File: config.mk
export PLATFORM = sky130hd
export DESIGN_NAME = ofdm_cp_remover
export DESIGN_NICKNAME = d
export VERILOG_FILES = /design/src/rtl/ofdm_cp_remover.sv
export SDC_FILE = /design/constraint.sdc
export NUM_CORES = 1
export LEC_CHECK = 0
export ABC_AREA = 1
export BUFFER_PORTS_ARGS = -buffer_cell sky130_fd_sc_hd__buf_2
export CAP_MARGIN = 20
export CORE_UTILIZATION = 30
export DETAILED_ROUTE_END_ITERATION = 10
export RECOVER_POWER = 50
export SLEW_MARGIN = 30
export SYNTH_ARGS = -nofsm -noshare
export SYNTH_HDL_FRONTEND = slang
export SYNTH_SLANG_ARGS = --single-unit
File: constraint.sdc
create_clock -name clk -period 2 [get_ports clk]
set_clock_uncertainty 0.15 [all_clocks]
set_input_delay 0.2 -clock clk [delete_from_list [all_inputs] [get_ports clk]]
set_output_delay 0.2 -clock clk [all_outputs]
set_load 0.02 [all_outputs]
File: src/rtl/ofdm_cp_remover.sv
// OFDM cyclic-prefix remover: locks to the slot marker on tuser[0],
// drops every CP and forwards NFFT-sample symbol bodies with tlast.
module ofdm_cp_remover #(
   parameter int WIDTH            = 12,
   parameter int NUM_CHANNELS     = 2,
   parameter int AXIS_DATA_WIDTH  = NUM_CHANNELS * 2 * WIDTH,
   parameter int AXIS_TUSER_WIDTH = 1,
   parameter int NFFT             = 2048,
   parameter int CP_LEN_FIRST     = 160,
   parameter int CP_LEN           = 144,
   parameter int SYMS_PER_SLOT    = 7
) (
   input  logic                             clk,
   input  logic                             rst_n,
   input  logic                             enable,
   input  logic [AXIS_DATA_WIDTH-1:0]       s_axis_tdata,
   input  logic [AXIS_TUSER_WIDTH-1:0]      s_axis_tuser,
   input  logic                             s_axis_tvalid,
   output logic                             s_axis_tready,
   input  logic                             s_axis_tlast,
   output logic [AXIS_DATA_WIDTH-1:0]       m_axis_tdata,
   output logic [AXIS_TUSER_WIDTH-1:0]      m_axis_tuser,
   output logic                             m_axis_tvalid,
   input  logic                             m_axis_tready,
   output logic                             m_axis_tlast,
   output logic                             in_sync,
   output logic [$clog2(SYMS_PER_SLOT)-1:0] symbol_idx,
   output logic [15:0]                      resync_count,
   output logic                             symbol_abort
);

   localparam int CMAX0 = (NFFT > CP_LEN_FIRST) ? NFFT : CP_LEN_FIRST;
   localparam int CMAX  = (CMAX0 > CP_LEN) ? CMAX0 : CP_LEN;
   localparam int CW    = $clog2(CMAX + 1);
   localparam int SW    = $clog2(SYMS_PER_SLOT);

   typedef enum logic [1:0] {
      S_SEARCH,
      S_CP,
      S_BODY
   } state_t;

   state_t                      r_state;
   state_t                      w_nxt_state;
   logic [CW-1:0]               r_cnt;
   logic [CW-1:0]               w_nxt_cnt;
   logic [SW-1:0]               r_sym;
   logic [SW-1:0]               w_nxt_sym;
   logic [CW-1:0]               w_cplen;
   logic                        w_tready;
   logic                        w_acc;
   logic                        w_mk;
   logic                        w_load;
   logic                        w_first;
   logic                        w_last;
   logic                        w_resync;
   logic                        w_abort;
   logic [AXIS_DATA_WIDTH-1:0]  r_tdata;
   logic [AXIS_TUSER_WIDTH-1:0] r_tuser;
   logic                        r_tlast;
   logic                        r_tvalid;
   logic                        r_in_sync;
   logic [15:0]                 r_resync;
   logic                        r_abort;
   logic                        w_unused;

   // Input tlast carries no meaning here; symbol framing is rebuilt.
   assign w_unused = s_axis_tlast;

   // Input is only held back while a body beat would overrun the output.
   assign w_tready = !enable || (r_state != S_BODY) ||
                     !r_tvalid || m_axis_tready;
   assign w_acc    = s_axis_tvalid && w_tready;
   assign w_mk     = s_axis_tuser[0];
   assign w_cplen  = (r_sym == '0) ? CW'(CP_LEN_FIRST) : CW'(CP_LEN);

   // Next-state: CP/body sequencing, flywheel and marker realignment.
   always_comb begin
      w_nxt_state = r_state;
      w_nxt_cnt   = r_cnt;
      w_nxt_sym   = r_sym;
      w_load      = 1'b0;
      w_first     = 1'b0;
      w_last      = 1'b0;
      w_resync    = 1'b0;
      w_abort     = 1'b0;
      if (!enable) begin
         w_nxt_state = S_SEARCH;
         w_nxt_cnt   = '0;
         w_nxt_sym   = '0;
      end else if (w_acc) begin
         unique case (r_state)
            S_SEARCH: begin
               if (w_mk) begin
                  w_nxt_state = S_CP;
                  w_nxt_cnt   = CW'(1);
                  w_nxt_sym   = '0;
               end
            end
            S_CP: begin
               if (w_mk && !((r_sym == '0) && (r_cnt == '0))) begin
                  w_resync    = 1'b1;
                  w_nxt_state = S_CP;
                  w_nxt_cnt   = CW'(1);
                  w_nxt_sym   = '0;
               end else if (r_cnt == w_cplen - CW'(1)) begin
                  w_nxt_state = S_BODY;
                  w_nxt_cnt   = '0;
               end else begin
                  w_nxt_cnt = r_cnt + 1'b1;
               end
            end
            S_BODY: begin
               if (w_mk) begin
                  w_resync    = 1'b1;
                  w_abort     = 1'b1;
                  w_nxt_state = S_CP;
                  w_nxt_cnt   = CW'(1);
                  w_nxt_sym   = '0;
               end else begin
                  w_load  = 1'b1;
                  w_first = (r_cnt == '0);
                  w_last  = (r_cnt == CW'(NFFT - 1));
                  if (w_last) begin
                     w_nxt_state = S_CP;
                     w_nxt_cnt   = '0;
                     if (r_sym == SW'(SYMS_PER_SLOT - 1)) begin
                        w_nxt_sym = '0;
                     end else begin
                        w_nxt_sym = r_sym + 1'b1;
                     end
                  end else begin
                     w_nxt_cnt = r_cnt + 1'b1;
                  end
               end
            end
            default: begin
               w_nxt_state = S_SEARCH;
               w_nxt_cnt   = '0;
               w_nxt_sym   = '0;
            end
         endcase
      end
   end

   // State, counters and status registers.
   always_ff @(posedge clk or negedge rst_n) begin
      if (!rst_n) begin
         r_state   <= S_SEARCH;
         r_cnt     <= '0;
         r_sym     <= '0;
         r_in_sync <= 1'b0;
         r_abort   <= 1'b0;
      end else begin
         r_state   <= w_nxt_state;
         r_cnt     <= w_nxt_cnt;
         r_sym     <= w_nxt_sym;
         r_in_sync <= (w_nxt_state != S_SEARCH);
         r_abort   <= w_abort;
      end
   end

   // Saturating count of markers that arrived off the expected slot start.
   always_ff @(posedge clk or negedge rst_n) begin
      if (!rst_n) begin
         r_resync <= '0;
      end else if (w_resync && (r_resync != 16'hFFFF)) begin
         r_resync <= r_resync + 16'd1;
      end
   end

   // Single output register: load on a body accept, clear on handshake.
   always_ff @(posedge clk or negedge rst_n) begin
      if (!rst_n) begin
         r_tdata  <= '0;
         r_tuser  <= '0;
         r_tlast  <= 1'b0;
         r_tvalid <= 1'b0;
      end else if (w_load) begin
         r_tdata  <= s_axis_tdata;
         r_tuser  <= AXIS_TUSER_WIDTH'(w_first);
         r_tlast  <= w_last;
         r_tvalid <= 1'b1;
      end else if (m_axis_tready) begin
         r_tvalid <= 1'b0;
      end
   end

   assign s_axis_tready = w_tready;
   assign m_axis_tdata  = r_tdata;
   assign m_axis_tuser  = r_tuser;
   assign m_axis_tlast  = r_tlast;
   assign m_axis_tvalid = r_tvalid;
   assign in_sync       = r_in_sync;
   assign symbol_idx    = r_sym;
   assign resync_count  = r_resync;
   assign symbol_abort  = r_abort;

endmodule

==> out/results.ini <==
[detailed_routing]
via_per_inst=4.45
ant_nets=0
wl_um=10900
avgRoutedWirePerCell_um=13.0
drcViolationCount=0
dr.pass1.iters=4
num_vias=3708
drt_iter0_markers=199

[pwr]
ir_drop_v=0.000424
p_leak_nw=3.26
power_mw=3.60
power_density_nw_per_um2=577

[timing]
setup_viol=0
fin_crit_ps=1910
tightest_slew_ps=789
min_period_over_period_pct=95.7
rsz0062_at_grt=yes
final_hold_viol_count=0
slew_headroom_pct=47.4
slew_violations=0
holdWs_ps=50.5
fmax_ghz=0.522

[setup_path]
required_ps=2070
rrSetupSlack_ps=90
cp-start-kind=input pin
crit_chain=dlygate4sd3_1 -> buf_2 -> nor2_1 -> nand2_4 -> nand3_4 -> nand3b_4 -> buf_4 -> mux2_4
path_class=input pin to register
critical_path_arrival_ps=1990
r2r_cells=9
crit_fanout=11
endpoint_kind=register
r2r-end=m_axis_tdata[26]
max_stage_delay_ps=550
r2r_start=r_state[0]
crit_path_top_delay_cell=dlygate4sd3_1

[yosys]
synthArstFlopShare_pct=100
synthDistinctLibCells=34
syn_area_sq_um=4450
synth.ff_latch_count=86
ys_warn_count=0
synth.net_count=503
yosysTopAreaCellShare_pct=48.3
synth_cells=441
synth.largest_area_cell=dfrtp_1
syn_area_per_cell_sq_um=10.1
synth_edf_count=0
seq_area_frac_synth_pct=48.3
ys.flop_type=dfrtp_1
yosys-top-cells-area=dfrtp_1 48%, mux2_4 16%, nand2_1 8.7%

[min_path]
hold_depth=3
min_path_type=input pin to register
worstHoldStart=enable
hold_path_end=symbol_idx[2]

[clock_network]
cts_tree=built
cts_made_buffers=9
clockBufferDepth=2
clk_latency_ps=350
cts_sinks=86
h-tree-depth=3
cts.clk_slew.worst_paths_ps=70
cts_root_buf=clkbuf_16

[placement]
dpl.hpwl_um=7500
post-place-cells=763
place_congestion=0.843
postPlaceCellArea_sq_um=5450
portBuffers=126

[finish]
area_growth_pct=40.1
antenna_cells=0
fin_area_sq_um=6240
layout.nets=706
layoutNonFillerInstCount=833
utilization_pct=42.9
drive_gt1_share_pct=32.0

[floorplan]
rows=44
die_w_um=124
die_h_um=124
start_util_pct=30.6
die_area_sq_um=15300
coreArea_sq_um=14500
io_pins=128

[outcome]
status=complete, no violations

[grt]
grt_max_degree=55
grt_usage_pct=13.6
grt_pass1_vias=3488
grt_overflow=0
antenna_found_initial=0
grt_pass1_wl_um=16100

[flow_run]
max_cap_viol_count=0

## stage by stage
step,setup TNS [ps],worst slack [ps]
finish,0,85.9
global route,-244,-39.7
CTS,0,9.33
detailed placement,0,41.0
global placement,0,99.0
floorplan,-2590,-57.2
## critical path: cells and delay by family
family	cells	cell delay, ps
buffers and inverters	3	910
AND/OR/NAND/NOR	4	550
multiplexers	1	320
## flip-flops by register name, indices dropped and copies added, names as in the netlist
| signal | count |
|---|---|
| m_axis_tuser | 1 |
| m_axis_tvalid | 1 |
| symbol_abort | 1 |
| m_axis_tdata | 48 |
| symbol_idx | 3 |
| m_axis_tlast | 1 |
| in_sync | 1 |
| r_cnt | 12 |
| r_state | 2 |
| resync_count | 16 |
## power by group
| group | internal (mW) | total [mW] | switching [mW] |
|---|---|---|---|
| combinational | 0.149 | 0.288 | 0.139 |
| clock | 0.870 | 1.56 | 0.690 |
| sequential | 1.75 | 1.75 | 0.00752 |
| total | 2.77 | 3.60 | 0.837 |
## layout make-up
class                           count  area, sq um
Sequential cell                    86         2150
Tap cell                          184          230
Inverter                           44          165
Fill cell                        1408         8290
Clock buffer                       10          239
Clock inverter                      6         37.5
Multi-Input combinational cell    299         2070
Timing Repair Buffer              204         1350
## repair_timing
action / in CTS / in global routing
buffers inserted: 0 / 3
endpoints found under the hold margin: 82 / 0
endpoints found under the setup margin: 0 / 25
hold buffers: 51 / 0
gates resized for setup: 0 / 11
## placed cells by master (no fill, tap or decap), types with 23 or more instances in the layout
master         instances
dfrtp_1               85
mux2_4                46
nand2_1               98
nand3_1               30
dlygate4sd3_1         51
nor2_1                31
clkbuf_1              32
inv_1                 42
buf_2                 93
buf_4                 23
## worst max path at each step
| stage | end | slack (ps) | from |
|---|---|---|---|
| finish | m_axis_tdata[26] | 90 | m_axis_tready |
| global route | r_cnt[9] | -40 | r_cnt[0] |
| CTS | r_cnt[1] | 9 | r_cnt[0] |
| detailed placement | r_cnt[9] | 40 | r_cnt[0] |
| global placement | r_cnt[9] | 100 | r_cnt[0] |
| floorplan | m_axis_tdata[10] | -60 | r_state[0] |
## synth_stat cells, types with 2 or more instances
| cell | count |
|---|---|
| inv_2 | 2 |
| xnor2_1 | 10 |
| nand2_2 | 2 |
| mux2_2 | 2 |
| dfrtp_1 | 86 |
| o21ai_0 | 13 |
| buf_2 | 4 |
| nand3_1 | 30 |
| nor2_1 | 34 |
| nand2_1 | 103 |
| mux2_4 | 46 |
| nand3_2 | 2 |
| xor2_1 | 14 |
| buf_6 | 7 |
| nor3_1 | 7 |
| nand3b_1 | 2 |
| o21ai_1 | 11 |
| a21oi_1 | 2 |
| ha_1 | 7 |
| inv_1 | 42 |
| nand4_1 | 2 |
## logic make-up after synthesis
group | count (synthesis) | share of synthesized area, %
compound gates | 30 | 3.65
buf+inv | 56 | 6.10
flops | 86 | 48.3
mux | 48 | 16.0
xor+xnor | 24 | 4.72
fa+ha+maj | 7 | 1.97
simple gates | 190 | 19.2
## routing by layer
layer,global-route usage (%),wire [um],part of all wire [%],up-vias
met3,2.66,503,4.6,21
met2,22.7,5320,49,115
met1,16.4,4770,44,1742
met4,7.38,276,2.5,0
li1,-,-,-,1830
met5,0,0,0,-
Note: power is estimated with default switching activity, not from simulation.
